`src/rtl/mips_cpu_muldiv_pkg.sv`:
```
// Shared types and constants for the iterative HI/LO multiply/divide unit.
package mips_cpu_muldiv_pkg;

  typedef enum logic [2:0] {
    OP_MULT  = 3'd0,
    OP_MULTU = 3'd1,
    OP_DIV   = 3'd2,
    OP_DIVU  = 3'd3,
    OP_MTHI  = 3'd4,
    OP_MTLO  = 3'd5
  } op_e;

  typedef enum logic [1:0] {
    ST_IDLE,
    ST_CALC,
    ST_FIX
  } state_e;

  localparam int ITERS_DEFAULT = 32;

  function automatic logic is_signed_op(input logic [2:0] op);
    return (op == OP_MULT) || (op == OP_DIV);
  endfunction

endpackage

```
`src/rtl/mips_cpu_muldiv_if.sv`:
```
// Request/result bundle between execute-stage control and the mul/div unit.
interface mips_cpu_muldiv_if #(
  parameter int WIDTH = 32
);
  logic             start;
  logic [2:0]       op;
  logic [WIDTH-1:0] a;
  logic [WIDTH-1:0] b;
  logic             busy;
  logic             done;
  logic [WIDTH-1:0] hi;
  logic [WIDTH-1:0] lo;

  modport master (output start, op, a, b, input busy, done, hi, lo);
  modport slave  (input start, op, a, b, output busy, done, hi, lo);
endinterface

```
`src/rtl/mips_cpu_muldiv_step.sv`:
```
// One radix-2 iteration: shift-add multiply or restoring compare-subtract divide.
module mips_cpu_muldiv_step #(
  parameter int WIDTH = 32
) (
  input  logic               is_div_i,
  input  logic [2*WIDTH-1:0] acc_i,
  input  logic [WIDTH-1:0]   opnd_i,
  output logic [2*WIDTH-1:0] acc_o
);
  logic [WIDTH:0]   sum;
  logic [WIDTH:0]   trial;
  logic [WIDTH-1:0] diff;

  always_comb begin
    sum   = {1'b0, acc_i[2*WIDTH-1:WIDTH]} + (acc_i[0] ? {1'b0, opnd_i} : {(WIDTH+1){1'b0}});
    // Partial remainder shifted left with the next dividend bit brought in.
    trial = acc_i[2*WIDTH-1:WIDTH-1];
    diff  = trial[WIDTH-1:0] - opnd_i;
    if (is_div_i) begin
      if (trial >= {1'b0, opnd_i}) acc_o = {diff, acc_i[WIDTH-2:0], 1'b1};
      else                         acc_o = {trial[WIDTH-1:0], acc_i[WIDTH-2:0], 1'b0};
    end else begin
      acc_o = {sum, acc_i[WIDTH-1:1]};
    end
  end
endmodule

```
`src/rtl/mips_cpu_muldiv.sv`:
```
// Multi-cycle MULT/MULTU/DIV/DIVU sequencer owning HI/LO; also services MTHI/MTLO.
module mips_cpu_muldiv
  import mips_cpu_muldiv_pkg::*;
#(
  parameter int WIDTH = 32,
  parameter int ITERS = WIDTH
) (
  input logic             clk,
  input logic             reset,
  mips_cpu_muldiv_if.slave bus
);
  localparam int CW = $clog2(ITERS) + 1;

  state_e             state_q;
  logic [CW-1:0]      cnt_q;
  logic [2*WIDTH-1:0] acc_q, acc_d;
  logic [WIDTH-1:0]   opnd_q, hi_q, lo_q;
  logic               is_div_q, neg_q, neg_rem_q, div_zero_q, done_q;

  logic               a_neg, b_neg, op_is_div;
  logic [WIDTH-1:0]   a_mag, b_mag;
  logic [2*WIDTH-1:0] prod_fix;
  logic [WIDTH-1:0]   quot_fix, rem_fix;

  always_comb begin
    a_neg     = is_signed_op(bus.op) & bus.a[WIDTH-1];
    b_neg     = is_signed_op(bus.op) & bus.b[WIDTH-1];
    // Unsigned negation keeps the magnitude of the most negative value intact.
    a_mag     = a_neg ? (~bus.a + 1'b1) : bus.a;
    b_mag     = b_neg ? (~bus.b + 1'b1) : bus.b;
    op_is_div = (bus.op == OP_DIV) || (bus.op == OP_DIVU);
    prod_fix  = neg_q ? (~acc_q + 1'b1) : acc_q;
    quot_fix  = neg_q ? (~acc_q[WIDTH-1:0] + 1'b1) : acc_q[WIDTH-1:0];
    rem_fix   = neg_rem_q ? (~acc_q[2*WIDTH-1:WIDTH] + 1'b1) : acc_q[2*WIDTH-1:WIDTH];
  end

  mips_cpu_muldiv_step #(.WIDTH(WIDTH)) u_step (
    .is_div_i (is_div_q),
    .acc_i    (acc_q),
    .opnd_i   (opnd_q),
    .acc_o    (acc_d)
  );

  always_ff @(posedge clk) begin
    if (reset) begin
      state_q    <= ST_IDLE;
      cnt_q      <= '0;
      acc_q      <= '0;
      opnd_q     <= '0;
      hi_q       <= '0;
      lo_q       <= '0;
      is_div_q   <= 1'b0;
      neg_q      <= 1'b0;
      neg_rem_q  <= 1'b0;
      div_zero_q <= 1'b0;
      done_q     <= 1'b0;
    end else begin
      done_q <= 1'b0;
      case (state_q)
        ST_IDLE: begin
          if (bus.start) begin
            case (bus.op)
              OP_MULT, OP_MULTU, OP_DIV, OP_DIVU: begin
                // Multiply seeds the accumulator with the multiplier, divide with the dividend.
                acc_q      <= {{WIDTH{1'b0}}, (op_is_div ? a_mag : b_mag)};
                opnd_q     <= op_is_div ? b_mag : a_mag;
                is_div_q   <= op_is_div;
                neg_q      <= a_neg ^ b_neg;
                neg_rem_q  <= a_neg;
                div_zero_q <= (bus.b == '0);
                cnt_q      <= '0;
                state_q    <= ST_CALC;
              end
              OP_MTHI: begin
                hi_q   <= bus.a;
                done_q <= 1'b1;
              end
              OP_MTLO: begin
                lo_q   <= bus.a;
                done_q <= 1'b1;
              end
              default: ;
            endcase
          end
        end
        ST_CALC: begin
          acc_q <= acc_d;
          cnt_q <= cnt_q + 1'b1;
          if (cnt_q == CW'(ITERS - 1)) state_q <= ST_FIX;
        end
        ST_FIX: begin
          if (is_div_q) begin
            lo_q <= div_zero_q ? {WIDTH{1'b1}} : quot_fix;
            hi_q <= rem_fix;
          end else begin
            hi_q <= prod_fix[2*WIDTH-1:WIDTH];
            lo_q <= prod_fix[WIDTH-1:0];
          end
          done_q  <= 1'b1;
          state_q <= ST_IDLE;
        end
        default: state_q <= ST_IDLE;
      endcase
    end
  end

  assign bus.busy = (state_q != ST_IDLE);
  assign bus.done = done_q;
  assign bus.hi   = hi_q;
  assign bus.lo   = lo_q;
endmodule

```
`src/flat_wrapper.sv`:
```
// flat-port wrapper written by rule: the top's interface ports become plain ports
module mips_cpu_muldiv_flat import mips_cpu_muldiv_pkg::*;
#(
  parameter int WIDTH = 32,
  parameter int ITERS = WIDTH
)
  (clk, reset, bus_start, bus_op, bus_a, bus_b, bus_busy, bus_done, bus_hi, bus_lo);
  mips_cpu_muldiv_if #(.WIDTH(WIDTH)) bus_i ();
  input logic clk;
  input logic reset;
  input wire logic [$bits(bus_i.start)-1:0] bus_start;
  input wire logic [$bits(bus_i.op)-1:0] bus_op;
  input wire logic [$bits(bus_i.a)-1:0] bus_a;
  input wire logic [$bits(bus_i.b)-1:0] bus_b;
  output wire logic [$bits(bus_i.busy)-1:0] bus_busy;
  output wire logic [$bits(bus_i.done)-1:0] bus_done;
  output wire logic [$bits(bus_i.hi)-1:0] bus_hi;
  output wire logic [$bits(bus_i.lo)-1:0] bus_lo;
  assign bus_i.start = bus_start;
  assign bus_i.op = bus_op;
  assign bus_i.a = bus_a;
  assign bus_i.b = bus_b;
  assign bus_busy = bus_i.busy;
  assign bus_done = bus_i.done;
  assign bus_hi = bus_i.hi;
  assign bus_lo = bus_i.lo;
  mips_cpu_muldiv #(.WIDTH(WIDTH), .ITERS(ITERS)) u_core (.clk(clk), .reset(reset), .bus(bus_i));
endmodule
```
`config.mk`:
```
export PLATFORM = sky130hd
export DESIGN_NAME = mips_cpu_muldiv_flat
export DESIGN_NICKNAME = d
export VERILOG_FILES = /design/src/rtl/mips_cpu_muldiv_pkg.sv /design/src/rtl/mips_cpu_muldiv_if.sv /design/src/rtl/mips_cpu_muldiv_step.sv /design/src/rtl/mips_cpu_muldiv.sv /design/src/flat_wrapper.sv
export SDC_FILE = /design/constraint.sdc
export NUM_CORES = 1
export LEC_CHECK = 0
export ABC_AREA = 1
export CAP_MARGIN = 20
export CORE_ASPECT_RATIO = 2
export CORE_MARGIN = 1.5
export CORE_UTILIZATION = 62
export DETAILED_ROUTE_END_ITERATION = 10
export PLACE_DENSITY_LB_ADDON = 0.1
export SYNTH_ARGS = -nofsm -noshare
export SYNTH_HDL_FRONTEND = slang
export SYNTH_SLANG_ARGS = --single-unit
```
`constraint.sdc`:
```
create_clock -name clk -period 5.6 [get_ports clk]
set_input_delay 1.4 -clock clk [delete_from_list [all_inputs] [get_ports clk]]
set_output_delay 1.4 -clock clk [all_outputs]
set_load 0.03 [all_outputs]
```
==> qor.yml, run 1 <==
clock_tree:
  ctsResizeCount: 0
  cts_root_buf: "clkbuf_16"
  post_cts_buffers: 0
  cts_buffer_depth: 2
  ctsHoldBuffers: 0
  h-tree-depth: 4
  cts_sinks: 173
  cts_buffers: 17
synth:
  seq_area_frac_synth_pct: 19.35
  synth_cells: 3247
  yosysWarnings: 0
  synth.top_cell.area_share_pct: 19.35
  ys_top_cells_by_count: "nand2_1, inv_1, nor2_1"
  ys_types: 52
  syn_nets: 3388
  synthTopCellsByArea: "dfxtp_1, nand2_1, inv_1"
  netlist_area_sq_mm: 0.01789
  syn-mean-instance-area_sq_um: 5.511
  synth_flop_cell: "dfxtp_1"
  async_flop_share_pct: 0
  ys_ff_latch: 173
  synth-edff-count: 0
  yosys.area.top_type: "dfxtp_1"
  yosysMostFrequentCell: "nand2_1"
global_route:
  globalRouteTotalUtil_pct: 67.51
  grt_overflow: 88
  grt_pass1_wl_um: 153600
  grt_pass1_vias: 24233
  grt_max_degree: 94
status:
  error_line: "[ERROR GRT-0116] Global routing finished with congestion. Check the congestion regions in the DRC Viewer."
  outcome: "stopped before the end"
  stop_stage: "global routing"
floorplanning:
  ioPinCount: 136
  start_util_pct: 63.23
  die_h_um: 243.3
  die_x_um: 123.1
  row_count: 87
place:
  gp_congestion: 1.186
  io_buffer_count: 135
  placed_cell_area_sq_mm: 0.01939
  dp_cells: 3649
  hpwl_um: 67250
logic make-up after synthesis:
kind of cell / Yosys count / synth area share [%]
flip-flops: 173 / 19.35
adder cells (fa/ha/maj): 71 / 5.048
AO/OA/AOI/OAI: 613 / 18.77
buffers and inverters: 606 / 13.21
AND/OR/NAND/NOR: 1725 / 40.72
XOR/XNOR: 59 / 2.888
metal layers:
metal / overflow / track usage [%]
met1: 0 / 69.40
met2: 51 / 87.32
met3: 0 / 42.60
met4: 37 / 70.59
met5: 0 / 3.472
through the flow:
stage / setup WS (ns) / util [%]
3_5_place_dp: 1.496 / 68.52
3_3_place_gp: 1.625 / 68.52
4_1_cts: 1.960 / 70.76
2_1_floorplan: 2.720 / -
==> run 2, diff against run 1 <==
- CORE_ASPECT_RATIO: 2 -> unset
- CORE_UTILIZATION: 62 -> 40
- PLACE_DENSITY_LB_ADDON: 0.1 -> 0.15
==> run 2 against run 1 <==
Against the previous run:
- the flow now finishes without violations
- synthesized cell count is the same
- synthesized area is the same
==> qor.yml, run 2 <==
synth:
  synth_cells: 3247  # unchanged
  ys_types: 52  # unchanged
  synth_flop_cell: "dfxtp_1"
  ys_top_cells_by_count: "nand2_1, inv_1, nor2_1"
  synthTopCellsByArea: "dfxtp_1, nand2_1, inv_1"
  ys_ff_latch: 173  # unchanged
  netlist_area_sq_mm: 0.01789  # unchanged
  syn_nets: 3388  # unchanged
  synth.top_cell.area_share_pct: 19.35  # unchanged
  seq_area_frac_synth_pct: 19.35  # unchanged
  syn-mean-instance-area_sq_um: 5.511  # unchanged
  synth-edff-count: 0  # unchanged
  yosysMostFrequentCell: "nand2_1"
  yosysWarnings: 0  # unchanged
  yosys.area.top_type: "dfxtp_1"
  async_flop_share_pct: 0  # unchanged
layout:
  fillCellCount: 4998
  stdcell_area_sq_mm: 0.02031
  final_common_cell: "nand2_1"
  largest_register_ffs: 64
  top_register: "u_core.acc_q"
  nNetsFinal: 3459
  final_cell_mix: "nand2_1, inv_1, nor2_1, nand3_1, o21ai_0"
  regArea_sq_mm: 0.003466
  multiInputGateArea_sq_mm: 0.01209
  drive_above_1_share_pct: 4.444
  area_growth_pct: 13.48
sta:
  rsz0062_at_grt: "no"
  fin_worst_skew_ns: 0.01050
  min_period_ns: 3.913
  finalSetupViolCount: 0
  slew_headroom_pct: 30.49
  period_share_pct: 69.87
  finalMaxSlewViolations: 0
  fin_setup_tns_ns: 0
  worst_pin_slew_ns: 1.041
  hold_viol_final: 0
  fmax_mhz: 255.6
clock_tree:
  post_cts_buffers: 0  # unchanged
  h-tree-depth: 4  # unchanged
  path_clk_slew_ns: 0.07
  ctsResizeCount: 0  # unchanged
  cts_buffer_depth: 2  # unchanged
  cts_buffers: 17  # unchanged
  clock_latency_ns: 0.50
  ctsHoldBuffers: 0  # unchanged
  tritoncts: "built"
  cts_sinks: 173  # unchanged
  cts_root_buf: "clkbuf_16"
global_route:
  grt_max_degree: 93
  grt_antenna_before_repair: 1
  grt_overflow: 0
  grt_pass1_vias: 20646
  grt_pass1_wl_um: 129600
  globalRouteTotalUtil_pct: 37.76
pwr:
  peakVddDrop_uv: 235.2
  p_leak_nw: 10.05
  p_per_area_mw_per_mm2: 203.7
  p_sw_mw: 1.801
  p_sw_share_pct: 43.56
  pwr-share-seq_pct: 34.1
  p_clk_share_pct: 28.9
  pwr-share-comb_pct: 37.0
  p_int_mw: 2.335
drt:
  wire_per_inst_um: 22.51
  detail_route.first_pass.iterations: 8
  viasPerCell: 5.664
  num_vias: 22226
  wl_um: 88320
  drt_iter0_drc: 2078
  drtAntennaViolNets: 0
  drc_errors: 0
floorplanning:
  die_x_um: 214.5  # +74%
  row_count: 77  # -11%
  die_h_um: 214.5  # -12%
  die_area_sq_mm: 0.04601
  ioPinCount: 136  # unchanged
  core_area_sq_mm: 0.04422
  start_util_pct: 40.47  # -23 points
worst_hold_path:
  min_path_type: "flip-flop to flip-flop"
critical_path:
  cp.required_ns: 6.03
  start_kind: "primary input"
  end_kind: "flip-flop"
  path_max_fanout: 26
  path_class: "primary input to flip-flop"
  critPathArrivalTime_ns: 4.35
place:
  io_buffer_count: 135  # unchanged
  placed_cell_area_sq_mm: 0.01976  # +1.9%
  gp_congestion: 1.083  # -8.7%
  hpwl_um: 70250  # +4.5%
job:
  cap_viol_max_count: 0
status:
  outcome: "completed"
run 2: cell counts after synthesis:
Identical to the previous run, type by type.
run 2: power by group through the flow:
stage	logic, mW	clock network, mW	registers, mW
after floorplan	0.984	0	1.40
after global placement	1.49	0	1.43
after detailed placement	1.49	0	1.43
after CTS	1.50	1.21	1.40
after global routing	1.66	1.26	1.41
final	1.53	1.20	1.41
run 2: worst max-delay path, stage by stage:
cell and delay (ns):
clkdlybuf4s50_1 0.55, nor2_1 0.13, nand2_1 0.49, clkinv_1 0.41, buf_4 0.33, o21ai_0 0.60
nand2_1 0.13, nand2_1 0.10, nand2_1 0.05, a21oi_1 0.14
run 2: cells by family after synthesis:
group                      Yosys count  share of synthesized area, %
AOI/OAI and AO/OA                  613                         18.77
xor gates and xnor gates            59                         2.888
adders and majority gates           71                         5.048
buffers and inverters              606                         13.21
DFF                                173                         19.35
and+or+nand+nor                   1725                         40.72
run 2: worst paths after layout:
path	from	to	slack [ns]	cells past startpoint
worst max-delay path	bus_op[0]	u_core.acc_q[28]	1.69	10
worst min-delay path	u_core.cnt_q[5]	u_core.cnt_q[5]	0.47	1
worst max register to register	u_core.acc_q[52]	u_core.acc_q[44]	2.02	14
worst min register to register	u_core.cnt_q[5]	u_core.cnt_q[5]	0.47	1
run 2: area by class of cell:
type                       count  area share, %
tap                          592          3.648
antenna                        2        0.02465
clock inverter                10         0.4005
sequential                   173          17.07
inverter                     489          9.070
timing repair buffer         169          8.010
clock buffer                  21          2.267
multi-input combinational   2468          59.51
run 2: metal layers:
layer  up-vias  wire length [um]  share of wire [%]  track usage [%]
li1      10636                 -                  -                -
met1     10362             36470                 41            47.77
met2      1022             38740                 44            59.34
met3       206              7577                8.6            7.518
met4         0              5530                6.3            22.56
met5         -                 0                  0                0
run 2: stage by stage:
stage	total power, mW	hold slack [ns]	util [%]	setup WS [ns]	std cells
3_3_place_gp	2.918	0.4405	44.68	1.361	3891
6_report	4.136	0.4720	45.92	1.687	3924
2_1_floorplan	2.381	0.4235	-	2.720	3247
3_5_place_dp	2.920	0.4524	44.68	1.291	3891
5_1_grt	4.330	0.5027	45.91	1.580	3922
4_1_cts	4.113	0.4671	45.91	1.836	3922
Note: power is estimated with default switching activity, not from simulation.
==> run 3, diff against run 2 <==
- clock period: 5.6 -> 3.5 ns (I/O delays scaled with it)
==> run 3 against run 2 <==
Against the previous run:
- die area stayed put
- cell area is 2.5% higher
- largest power group unchanged
- critical endpoint is now u_core.acc_q[59]
- via count is 1.4% higher
- critical path depth is 6 higher
- clock skew is 0.0051 ns higher
- register-to-register slack worse by 1.7 ns
- count of clock-buffer cells in the layout is 1 lower
- cell count is 1.4% higher
==> qor.yml, run 3 (same netlist as run 2, synthesis figures left out) <==
layout:
  drive_above_1_share_pct: 5.997  # +1.6 points
  final_common_cell: "nand2_1"
  regArea_sq_mm: 0.003465  # about the same
  fillCellCount: 4828  # -3.4%
  largest_register_ffs: 64  # unchanged
  nNetsFinal: 3513  # +1.6%
  multiInputGateArea_sq_mm: 0.01209  # unchanged
  final_cell_mix: "nand2_1, inv_1, nor2_1, nand3_1, o21ai_0"
  area_growth_pct: 16.28
  top_register: "u_core.acc_q"
job:
  cap_viol_max_count: 0  # unchanged
floorplanning:
  start_util_pct: 40.47  # unchanged
  die_h_um: 214.5  # unchanged
  die_x_um: 214.5  # unchanged
  die_area_sq_mm: 0.04601  # unchanged
  row_count: 77  # unchanged
  core_area_sq_mm: 0.04422  # unchanged
  ioPinCount: 136  # unchanged
clock_tree:
  cts_sinks: 173  # unchanged
  clock_latency_ns: 0.51  # about the same
  ctsHoldBuffers: 0  # unchanged
  ctsResizeCount: 0  # unchanged
  tritoncts: "built"
  post_cts_buffers: 0  # unchanged
  cts_buffers: 17  # unchanged
  cts_root_buf: "clkbuf_16"
  path_clk_slew_ns: 0.07  # about the same
  cts_buffer_depth: 2  # unchanged
  h-tree-depth: 4  # unchanged
worst_hold_path:
  min_path_type: "flip-flop to flip-flop"
place:
  hpwl_um: 72150  # +2.7%
  gp_congestion: 1.066  # -1.6%
  dp_worst_setup_slack_ns: 0.3302  # -0.9611 ns
  io_buffer_count: 135  # unchanged
critical_path:
  cp.required_ns: 3.88  # -2.15 ns
  critPathArrivalTime_ns: 3.55  # -0.80 ns
  start_kind: "flip-flop"
  path_class: "flip-flop to flip-flop"
  path_max_fanout: 17  # -35%
  end_kind: "flip-flop"
drt:
  drtAntennaViolNets: 0  # unchanged
  num_vias: 22543  # +1.4%
  drc_errors: 0  # unchanged
  drt_iter0_drc: 2564  # +23%
  wl_um: 89180  # +0.97%
  wire_per_inst_um: 22.41  # -0.43%
  viasPerCell: 5.665  # about the same
  detail_route.first_pass.iterations: 6  # -2
global_route:
  grt_pass1_wl_um: 130800  # +0.94%
  grt_antenna_before_repair: 1  # unchanged
  grt_max_degree: 100  # +7.5%
  globalRouteTotalUtil_pct: 38.12  # +0.36 points
  grt_overflow: 0  # unchanged
  grt_pass1_vias: 20932  # +1.4%
pwr:
  pwr-share-seq_pct: 32.1  # -2.0 points
  p_sw_share_pct: 42.53  # -1.0 points
  pwr-share-comb_pct: 37.4  # +0.4 points
  p_sw_mw: 2.931  # +63%
  p_int_mw: 3.961  # +70%
  p_leak_nw: 10.36  # +3.1%
  peakVddDrop_uv: 366.5  # +56%
  p_clk_share_pct: 30.5  # +1.6 points
  p_per_area_mw_per_mm2: 331.2  # +63%
sta:
  finalMaxSlewViolations: 0  # unchanged
  hold_viol_final: 0  # unchanged
  fin_worst_skew_ns: 0.01562  # +0.005121 ns
  min_period_ns: 3.171
  fmax_mhz: 315.4
  worst_pin_slew_ns: 0.7828  # -0.2586 ns
  rsz0062_at_grt: "no"
  period_share_pct: 90.60
  finalSetupViolCount: 0  # unchanged
  slew_headroom_pct: 47.26  # +17 points
  fin_setup_tns_ns: 0  # unchanged
  finalWorstSetupSlack_ns: 0.3290  # -1.358 ns
status:
  outcome: "completed"
## run 3: cell types whose count changed in the layout (fill, tap and decap cells not counted), sizes merged
cell,change
buf,+54
inv,+3
bufinv,+2
clkinv,-2
clkbuf,-1
clkinvlp,-1
## run 3: final timing paths
| path | from | end | slack [ns] | cells after the start |
|---|---|---|---|---|
| max | u_core.acc_q[0] | u_core.acc_q[59] | 0.33 | 16 |
| min | u_core.cnt_q[5] | u_core.cnt_q[5] | 0.46 | 1 |
| max reg2reg | u_core.acc_q[0] | u_core.acc_q[59] | 0.33 | 16 |
| min reg2reg | u_core.cnt_q[5] | u_core.cnt_q[5] | 0.46 | 1 |
## run 3: power by group through the flow
stage	registers, mW	clock network, mW	logic, mW
finish	2.21	2.10	2.58
global route	2.22	2.18	2.79
CTS	2.20	2.11	2.52
detailed placement	2.25	0	2.50
global placement	2.25	0	2.51
floorplan	2.23	0	1.57
## run 3: area by class of cell
type                    instances  share of cell area [%]
well taps                     592                   3.560
inverters                     489                   8.845
repair buffers                223                   9.945
multi-input cells            2468                   58.08
flip-flops and latches        173                   16.65
clock inverters                12                  0.7035
clock buffers                  20                   2.195
diodes                          2                 0.02405
## run 3: metrics by stage
step,util [%],hold slack [ns],instances,power [mW],cell area [sq um]
2_1_floorplan,-,0.4235,3247,3.810,17890
3_3_place_gp,45.68,0.4461,3945,4.754,20200
3_5_place_dp,45.68,0.4485,3945,4.753,20200
4_1_cts,47.04,0.4605,3977,6.834,20800
5_1_grt,47.04,0.4999,3977,7.184,20800
6_report,47.06,0.4587,3979,6.892,20810
## run 3: layer usage
layer	vias up	routed length [um]	GRT usage [%]
met5	-	0	0
met4	0	5465	21.57
met3	190	7721	7.816
met2	1161	39110	59.78
met1	10452	36880	48.63
li1	10740	-	-
## run 3: worst max-delay path, stage by stage, from the launching register on
cell	delay, ns
dfxtp_1	0.55
buf_4	0.33
nand2_1	0.09
inv_1	0.12
ha_1	0.29
nand2_1	0.09
nand2_1	0.08
inv_1	0.10
nor2_1	0.05
o21ai_0	0.35
nand3_1	0.25
nand2_1	0.21
a21oi_1	0.09
nor2_1	0.25
nor2_1	0.07
nand2_1	0.08
a21oi_1	0.05
